`src/rtl/reg_file_master.sv`:
```
// Command-driven single/burst access master for an 8 x 16 register file.
// Sequences RdEn/WrEn against the file's one-cycle registered read and returns read beats over valid/ready.
module reg_file_master #(
  parameter int WIDTH = 16,
  parameter int DEPTH = 8,
  parameter int ADDR  = 3
) (
  input  logic             clk,
  input  logic             rst,
  input  logic             cmd_valid,
  output logic             cmd_ready,
  input  logic             cmd_wr,
  input  logic [ADDR-1:0]  cmd_addr,
  input  logic [ADDR-1:0]  cmd_len,
  input  logic             wd_valid,
  output logic             wd_ready,
  input  logic [WIDTH-1:0] wd_data,
  output logic             rd_valid,
  input  logic             rd_ready,
  output logic [WIDTH-1:0] rd_data,
  output logic             rd_last,
  output logic             busy,
  output logic             RdEn,
  output logic             WrEn,
  output logic [ADDR-1:0]  Address,
  output logic [WIDTH-1:0] WrData,
  input  logic [WIDTH-1:0] RdData
);

  localparam logic [ADDR-1:0] LAST_ADDR = ADDR'(DEPTH - 1);

  typedef enum logic [2:0] {
    IDLE,
    WRITE,
    RD_REQ,
    RD_CAP,
    RD_RESP
  } state_t;

  state_t           state, nxtState;
  logic [ADDR-1:0]  curAddr, nxtCurAddr;
  logic [ADDR-1:0]  beatCnt, nxtBeatCnt;
  logic [ADDR-1:0]  nxtAddress;
  logic             nxtRdEn, nxtWrEn, nxtRdValid, nxtRdLast;
  logic [WIDTH-1:0] nxtWrData, nxtRdData;
  logic             lastBeat;

  // Wraps at the last entry, so 7 -> 0 simply continues the burst.
  function automatic logic [ADDR-1:0] incAddr(input logic [ADDR-1:0] a);
    return (a == LAST_ADDR) ? '0 : a + ADDR'(1);
  endfunction

  assign cmd_ready = rst && (state == IDLE);
  assign wd_ready  = rst && (state == WRITE);
  assign busy      = (state != IDLE);
  assign lastBeat  = (beatCnt == '0);

  always_ff @(posedge clk) begin
    if (!rst) begin
      state    <= IDLE;
      curAddr  <= '0;
      beatCnt  <= '0;
      RdEn     <= 1'b0;
      WrEn     <= 1'b0;
      Address  <= '0;
      WrData   <= '0;
      rd_valid <= 1'b0;
      rd_data  <= '0;
      rd_last  <= 1'b0;
    end else begin
      state    <= nxtState;
      curAddr  <= nxtCurAddr;
      beatCnt  <= nxtBeatCnt;
      RdEn     <= nxtRdEn;
      WrEn     <= nxtWrEn;
      Address  <= nxtAddress;
      WrData   <= nxtWrData;
      rd_valid <= nxtRdValid;
      rd_data  <= nxtRdData;
      rd_last  <= nxtRdLast;
    end
  end

  // RdEn/WrEn default low: each is a one-cycle strobe raised only on the edges below.
  always_comb begin
    nxtState   = state;
    nxtCurAddr = curAddr;
    nxtBeatCnt = beatCnt;
    nxtAddress = Address;
    nxtRdEn    = 1'b0;
    nxtWrEn    = 1'b0;
    nxtWrData  = WrData;
    nxtRdValid = rd_valid;
    nxtRdData  = rd_data;
    nxtRdLast  = rd_last;

    unique case (state)
      IDLE: begin
        if (cmd_valid && cmd_ready) begin
          nxtCurAddr = cmd_addr;
          nxtBeatCnt = cmd_len;
          if (cmd_wr) begin
            nxtState = WRITE;
          end else begin
            nxtState   = RD_REQ;
            nxtRdEn    = 1'b1;
            nxtAddress = cmd_addr;
          end
        end
      end

      WRITE: begin
        if (wd_valid && wd_ready) begin
          nxtWrEn    = 1'b1;
          nxtAddress = curAddr;
          nxtWrData  = wd_data;
          if (lastBeat) begin
            nxtState = IDLE;
          end else begin
            nxtCurAddr = incAddr(curAddr);
            nxtBeatCnt = beatCnt - ADDR'(1);
          end
        end
      end

      RD_REQ: begin
        nxtState = RD_CAP;
      end

      RD_CAP: begin
        nxtRdData  = RdData;
        nxtRdValid = 1'b1;
        nxtRdLast  = lastBeat;
        nxtState   = RD_RESP;
      end

      RD_RESP: begin
        if (rd_valid && rd_ready) begin
          nxtRdValid = 1'b0;
          nxtRdLast  = 1'b0;
          if (lastBeat) begin
            nxtState = IDLE;
          end else begin
            nxtCurAddr = incAddr(curAddr);
            nxtBeatCnt = beatCnt - ADDR'(1);
            nxtRdEn    = 1'b1;
            nxtAddress = incAddr(curAddr);
            nxtState   = RD_REQ;
          end
        end
      end

      default: begin
        nxtState = IDLE;
      end
    endcase
  end

endmodule

```
`config.mk`:
```
export PLATFORM = sky130hd
export DESIGN_NAME = reg_file_master
export DESIGN_NICKNAME = d
export VERILOG_FILES = /design/src/rtl/reg_file_master.sv
export SDC_FILE = /design/constraint.sdc
export NUM_CORES = 1
export LEC_CHECK = 0
export ABC_AREA = 0
export CAP_MARGIN = 20
export CORE_AREA = 2 2 96 98
export CTS_CLUSTER_DIAMETER = 150
export CTS_CLUSTER_SIZE = 14
export DETAILED_ROUTE_END_ITERATION = 8
export DIE_AREA = 0 0 98 100
export HOLD_SLACK_MARGIN = 0.15
export PLACE_DENSITY_LB_ADDON = 0.3
export SLEW_MARGIN = 15
export SYNTH_ARGS = -nofsm -noshare
export SYNTH_HDL_FRONTEND = slang
export SYNTH_SLANG_ARGS = --single-unit
export TNS_END_PERCENT = 1
```
`constraint.sdc`:
```
create_clock -name clk -period 3.4 [get_ports clk]
set_input_delay 0.34 -clock clk [delete_from_list [all_inputs] [get_ports clk]]
set_output_delay 0.34 -clock clk [all_outputs]
set_load 0.05 [all_outputs]
```
==> results.toml, run 1 <==
[yosys]
syn-num-nets = 317
synthArstFlopShare_pct = 0
ys_ff_latch = 48
netlist_area_um2 = 2160
synth_ff_type = "dfxtp_1"
ys_types = 48
synth.most_common_cell = "nand2_1"
synth.top_cell.area_share_pct = 44.5
synth_top_area_cell = "dfxtp_1"
yosysWarnings = 0
synth_area_leaders = "dfxtp_1 (45%), nand2_1 (13%), a21oi_1 (7.2%)"
synth_cells = 269
synth_edf_count = 0
synth_common_cells = "nand2_1 (73), dfxtp_1 (48), a21oi_1 (31)"
syn_area_per_cell_um2 = 8.02
ys_seq_area_share_pct = 44.5

[power_and_ir_drop]
internal_power_mw = 0.887
seqPwrFrac_pct = 47.2
p_comb_share_pct = 25.3
pwr-share-clk_pct = 27.5
p_sw_mw = 0.432
leakagePower_nw = 1.18
power_mw = 1.32
vdd_drop_max_v = 0.000164
p_per_area_nw_per_um2 = 414
netSwitchingFraction_pct = 32.8

[finish]
nets = 395
fin_util_pct = 35.8
area_delta_synth_final_pct = 47.6
drive_gt1_share_pct = 5.17
antennaDiodeCount = 0
fin_cells = 459
fill_cells = 934

[clock_tree]
cts_resized = 0
cts.sinks = 48
clock_latency_ns = 0.31
cts_buffer_depth = 2
tritoncts = "built"
post-cts-setup-buffers = 0
cts_max_level = 2
cts_buffers = 5
cts_hold_buf = 0
clockRootBuffer = "clkbuf_8"
cts.clk_slew.worst_paths_ns = 0.10

[detailed_routing]
dr.pass1.iters = 4
routed_via_density = 4.78
via_count = 2192
wl_per_cell_um = 13.2
drt_iter0_markers = 111
routed_wl_um = 6040
ant_nets = 0
route.detailed.drc = 0

[placement]
gp_congestion = 0.814
place_inst = 451
hpwl_um = 4150
port_buffers = 85
pre_cts_ws_ns = 0.918

[floorplan]
die_h_um = 100
initial_core_util_pct = 24.3
num_io_pins = 86
core_um2 = 8890
rows = 35
dieArea_um2 = 9800
fp.dieW_um = 98

[sta]
finalClockSkew_ns = 0.00970
grt_setup_unrepaired = "false"
final_max_slew_viol_count = 0
clock.fmax_mhz = 378
period_minus_slack_ns = 2.65
finalHoldViolCount = 0
post-route-period-util_pct = 77.9
tightest_slew_ns = 1.03
tns_ns = 0
fin_ws_ns = 0.752
relSlewSlack_pct = 30.8
setup-violations-final = 0

[critical_path]
required_ns = 3.06
crit_end = "wd_ready"
r2r_cells = 6
cp_max_fo = 24
timing.rr.start = "state[1]$_SDFFE_PN0P_"
crit_start = "state[0]$_SDFFE_PN0P_"
r2r_setup_slack_ns = 1.12
critical_path_class = "register to primary output"
cp-end-kind = "primary output"
crit_path_start_kind = "register"
timing.rr.end = "WrData[9]$_SDFFE_PN0P_"
cp.arrival_ns = 2.31

[global_routing]
grt_usage_pct = 11.8
grt_pass1_wl_um = 9600
grt_overflow = 0
grt_max_degree = 30
grt_pass1_vias = 1973
antenna_found_initial = 0

[outcome]
outcome = "complete, no violations"

[worst_hold_path]
hp-class = "register to register"

[flow_run]
cap_violations = 0
==> cells by family after synthesis <==
group           count (synthesis)  share of synthesized area (%)
simple gates                  123                           27.0
compound gates                 65                           20.0
flops                          48                           44.5
buf+inv                        27                           5.33
fa+ha+maj                       4                           2.32
xor+xnor                        1                          0.406
mux                             1                          0.464
==> power by group through the flow <==
| stage | logic [mW] | clock network [mW] | registers, mW |
|---|---|---|---|
| 6_report | 0.334 | 0.363 | 0.622 |
| 5_1_grt | 0.360 | 0.402 | 0.627 |
| 4_1_cts | 0.335 | 0.378 | 0.622 |
| 3_5_place_dp | 0.334 | 0 | 0.635 |
| 3_3_place_gp | 0.332 | 0 | 0.634 |
| 2_1_floorplan | 0.163 | 0 | 0.680 |
==> cells in the final DEF, fill, tap and decap left out, types with 4 or more instances in the layout <==
master | netlist | final
clkdlybuf4s50_1 | 0 | 84
nand3_1 | 19 | 19
nor2_1 | 4 | 4
a21oi_1 | 31 | 31
inv_1 | 7 | 7
dfxtp_1 | 48 | 48
nor2b_1 | 4 | 4
nand2b_1 | 5 | 5
nand2_1 | 73 | 73
nand3b_1 | 4 | 4
a221oi_1 | 5 | 5
clkbuf_8 | 0 | 5
a211oi_1 | 6 | 6
ha_1 | 4 | 4
buf_4 | 0 | 5
==> how the worst min path moves through the flow <==
stage | depth (start not counted) | to | startpoint | slack (ns)
after floorplan | 2 | WrData[0]$_SDFFE_PN0P_ | wd_data[0] | 0.44
after global placement | 2 | WrData[5]$_SDFFE_PN0P_ | WrData[5]$_SDFFE_PN0P_ | 0.44
after detailed placement | 2 | WrData[4]$_SDFFE_PN0P_ | WrData[4]$_SDFFE_PN0P_ | 0.45
after CTS | 2 | rd_data[11]$_SDFFE_PN0P_ | rd_data[11]$_SDFFE_PN0P_ | 0.46
after global routing | 2 | rd_data[10]$_SDFFE_PN0P_ | rd_data[10]$_SDFFE_PN0P_ | 0.48
final | 2 | rd_data[12]$_SDFFE_PN0P_ | rd_data[12]$_SDFFE_PN0P_ | 0.46
==> final cells by class <==
class	instances	area [µm²]	share of cell area [%]
clock buffer	5	68.8	2.16
clock inverter	3	22.5	0.707
inverter	9	33.8	1.06
multi-input combinational	194	1080	34.0
sequential	48	961	30.2
tap	111	139	4.36
timing repair buffer	89	878	27.6
==> sequential cells by signal, summed over array words and instances, names as in the netlist <==
name,cells
Address,3
RdEn,1
WrData,16
WrEn,1
beatCnt,3
curAddr,3
rd_data,16
rd_last,1
rd_valid,1
state,3
==> critical path, cell delays in order (launching register included) <==
cell             delay (ns)
dfxtp_1                0.84
and4bb_2               0.34
clkdlybuf4s50_1        0.82
==> per-layer routing <==
metal | global-route usage, % | up-vias | part of all wire, %
li1 | - | 1095 | -
met1 | 15.9 | 1022 | 47
met2 | 18.1 | 69 | 45
met3 | 4.67 | 6 | 7.6
met4 | 2.35 | 0 | 0.79
met5 | 0 | - | 0
==> stage by stage <==
step                cell area, µm²  hold WS (ns)
global placement              3090         0.440
floorplan                     2160         0.439
finish                        3190         0.456
CTS                           3190         0.460
detailed placement            3090         0.446
global route                  3190         0.479
No activity file was read; power rests on OpenSTA's default activity.
==> run 2: changes to the inputs <==
==> constraint.sdc (replaced) <==
create_clock -name clk -period 2.3 [get_ports clk]
set_input_delay 0.23 -clock clk [delete_from_list [all_inputs] [get_ports clk]]
set_output_delay 0.23 -clock clk [all_outputs]
set_load 0.05 [all_outputs]
==> results.toml, run 2 (same netlist as run 1, synthesis figures left out) <==
[power_and_ir_drop]
p_sw_mw = 0.641
p_per_area_nw_per_um2 = 630
vdd_drop_max_v = 0.000280
seqPwrFrac_pct = 43.6
leakagePower_nw = 1.24
pwr-share-clk_pct = 31.0
netSwitchingFraction_pct = 30.8
internal_power_mw = 1.44
p_comb_share_pct = 25.4

[sta]
finalHoldViolCount = 0
setup-violations-final = 0
period_minus_slack_ns = 1.97
relSlewSlack_pct = 65.4
tns_ns = 0
worst_hold_slack_ns = 0.441
finalClockSkew_ns = 0.00777
tightest_slew_ns = 0.518
final_max_slew_viol_count = 0
post-route-period-util_pct = 85.9
clock.fmax_mhz = 506
grt_setup_unrepaired = "false"

[critical_path]
critical_path_class = "register to register"
cp.arrival_ns = 2.20
cp_max_fo = 7
cp-end-kind = "register"
required_ns = 2.53
crit_path_start_kind = "register"

[global_routing]
grt_overflow = 0
grt_pass1_vias = 2105
grt_usage_pct = 12.3
grt_max_degree = 22
antenna_found_initial = 0
grt_pass1_wl_um = 10000

[outcome]
outcome = "complete, no violations"

[clock_tree]
cts_resized = 0
post-cts-setup-buffers = 0
cts.clk_slew.worst_paths_ns = 0.10
cts_max_level = 2
clockRootBuffer = "clkbuf_8"
cts_buffer_depth = 2
cts_hold_buf = 0
tritoncts = "built"
clock_latency_ns = 0.31
cts.sinks = 48
cts_buffers = 5

[floorplan]
dieArea_um2 = 9800
initial_core_util_pct = 24.3
num_io_pins = 86
core_um2 = 8890
rows = 35
fp.dieW_um = 98
die_h_um = 100

[detailed_routing]
dr.pass1.iters = 4
routed_via_density = 4.63
ant_nets = 0
routed_wl_um = 6040
drt_iter0_markers = 107
via_count = 2168
wl_per_cell_um = 12.9
route.detailed.drc = 0

[placement]
gp_congestion = 0.782
hpwl_um = 4430
port_buffers = 85

[worst_hold_path]
hp-class = "input port to register"

[finish]
antennaDiodeCount = 0
fill_cells = 902
area_delta_synth_final_pct = 52.8
drive_gt1_share_pct = 8.12
nets = 404
largest_registers = "WrData: 16 flops, rd_data: 16 flops"
final_cell_mix = "clkdlybuf4s50_1 (82), nand2_1 (73), dfxtp_1 (48)"
layout_commonest_cell = "clkdlybuf4s50_1"

[flow_run]
cap_violations = 0
[run 2: cell types whose count changed in the layout (fill, tap and decap cells not counted), sizes merged]
| cell | change |
|---|---|
| buf | +11 |
| bufinv | +1 |
| clkdlybuf4s50 | -2 |
| clkinv | -2 |
| clkinvlp | +1 |
[run 2: power groups by stage]
| stage | Sequential [mW] | Clock [mW] | Combinational, mW |
|---|---|---|---|
| after floorplan | 1.00 | 0 | 0.241 |
| after global placement | 0.924 | 0 | 0.525 |
| after detailed placement | 0.924 | 0 | 0.528 |
| after CTS | 0.905 | 0.659 | 0.531 |
| after global routing | 0.912 | 0.690 | 0.572 |
| final | 0.905 | 0.644 | 0.529 |
[run 2: path summary, 6_finish.rpt]
| kind | slack [ns] | cells past startpoint | start | end |
|---|---|---|---|---|
| worst max register to register | 0.33 | 6 | beatCnt[0]$_SDFFE_PN0P_ | beatCnt[2]$_SDFFE_PN0P_ |
| worst min-delay path | 0.44 | 3 | wd_data[1] | WrData[1]$_SDFFE_PN0P_ |
| worst min register to register | 0.46 | 2 | WrData[15]$_SDFFE_PN0P_ | WrData[15]$_SDFFE_PN0P_ |
| worst max-delay path | 0.33 | 6 | beatCnt[0]$_SDFFE_PN0P_ | beatCnt[2]$_SDFFE_PN0P_ |
[run 2: layout make-up]
type,instances,area [µm²],share of cell area (%)
Clock buffer,5,68.8,2.09
Sequential cell,48,961,29.1
Multi-Input combinational cell,194,1080,32.8
Tap cell,111,139,4.21
Inverter,9,33.8,1.02
Clock inverter,3,46.3,1.40
Timing Repair Buffer,98,966,29.3
[run 2: metal layers]
| metal | up-vias | GRT usage (%) | routed length, µm |
|---|---|---|---|
| met5 | - | 0 | 0 |
| met4 | 0 | 2.88 | 52 |
| met3 | 5 | 4.25 | 438 |
| met2 | 70 | 19.4 | 2690 |
| met1 | 987 | 16.3 | 2860 |
| li1 | 1106 | - | - |
[run 2: through the flow]
step	total power, mW	instance area (µm²)	setup WS [ns]	instances	utilization, %
3_5_place_dp	1.45	3180	0.146	460	35.8
5_1_grt	2.17	3300	0.168	468	37.1
3_3_place_gp	1.45	3180	0.197	460	35.8
4_1_cts	2.09	3300	0.319	468	37.1
6_report	2.08	3300	0.325	468	37.1
2_1_floorplan	1.25	2160	0.394	269	-
[run 2: critical path, cell delays in order, from the launching register on]
cell and delay [ns]:
dfxtp_1 0.35, inv_1 0.07, ha_1 0.19, nor2b_1 0.20, or4_1 0.63, and2_4 0.23, o32ai_2 0.23
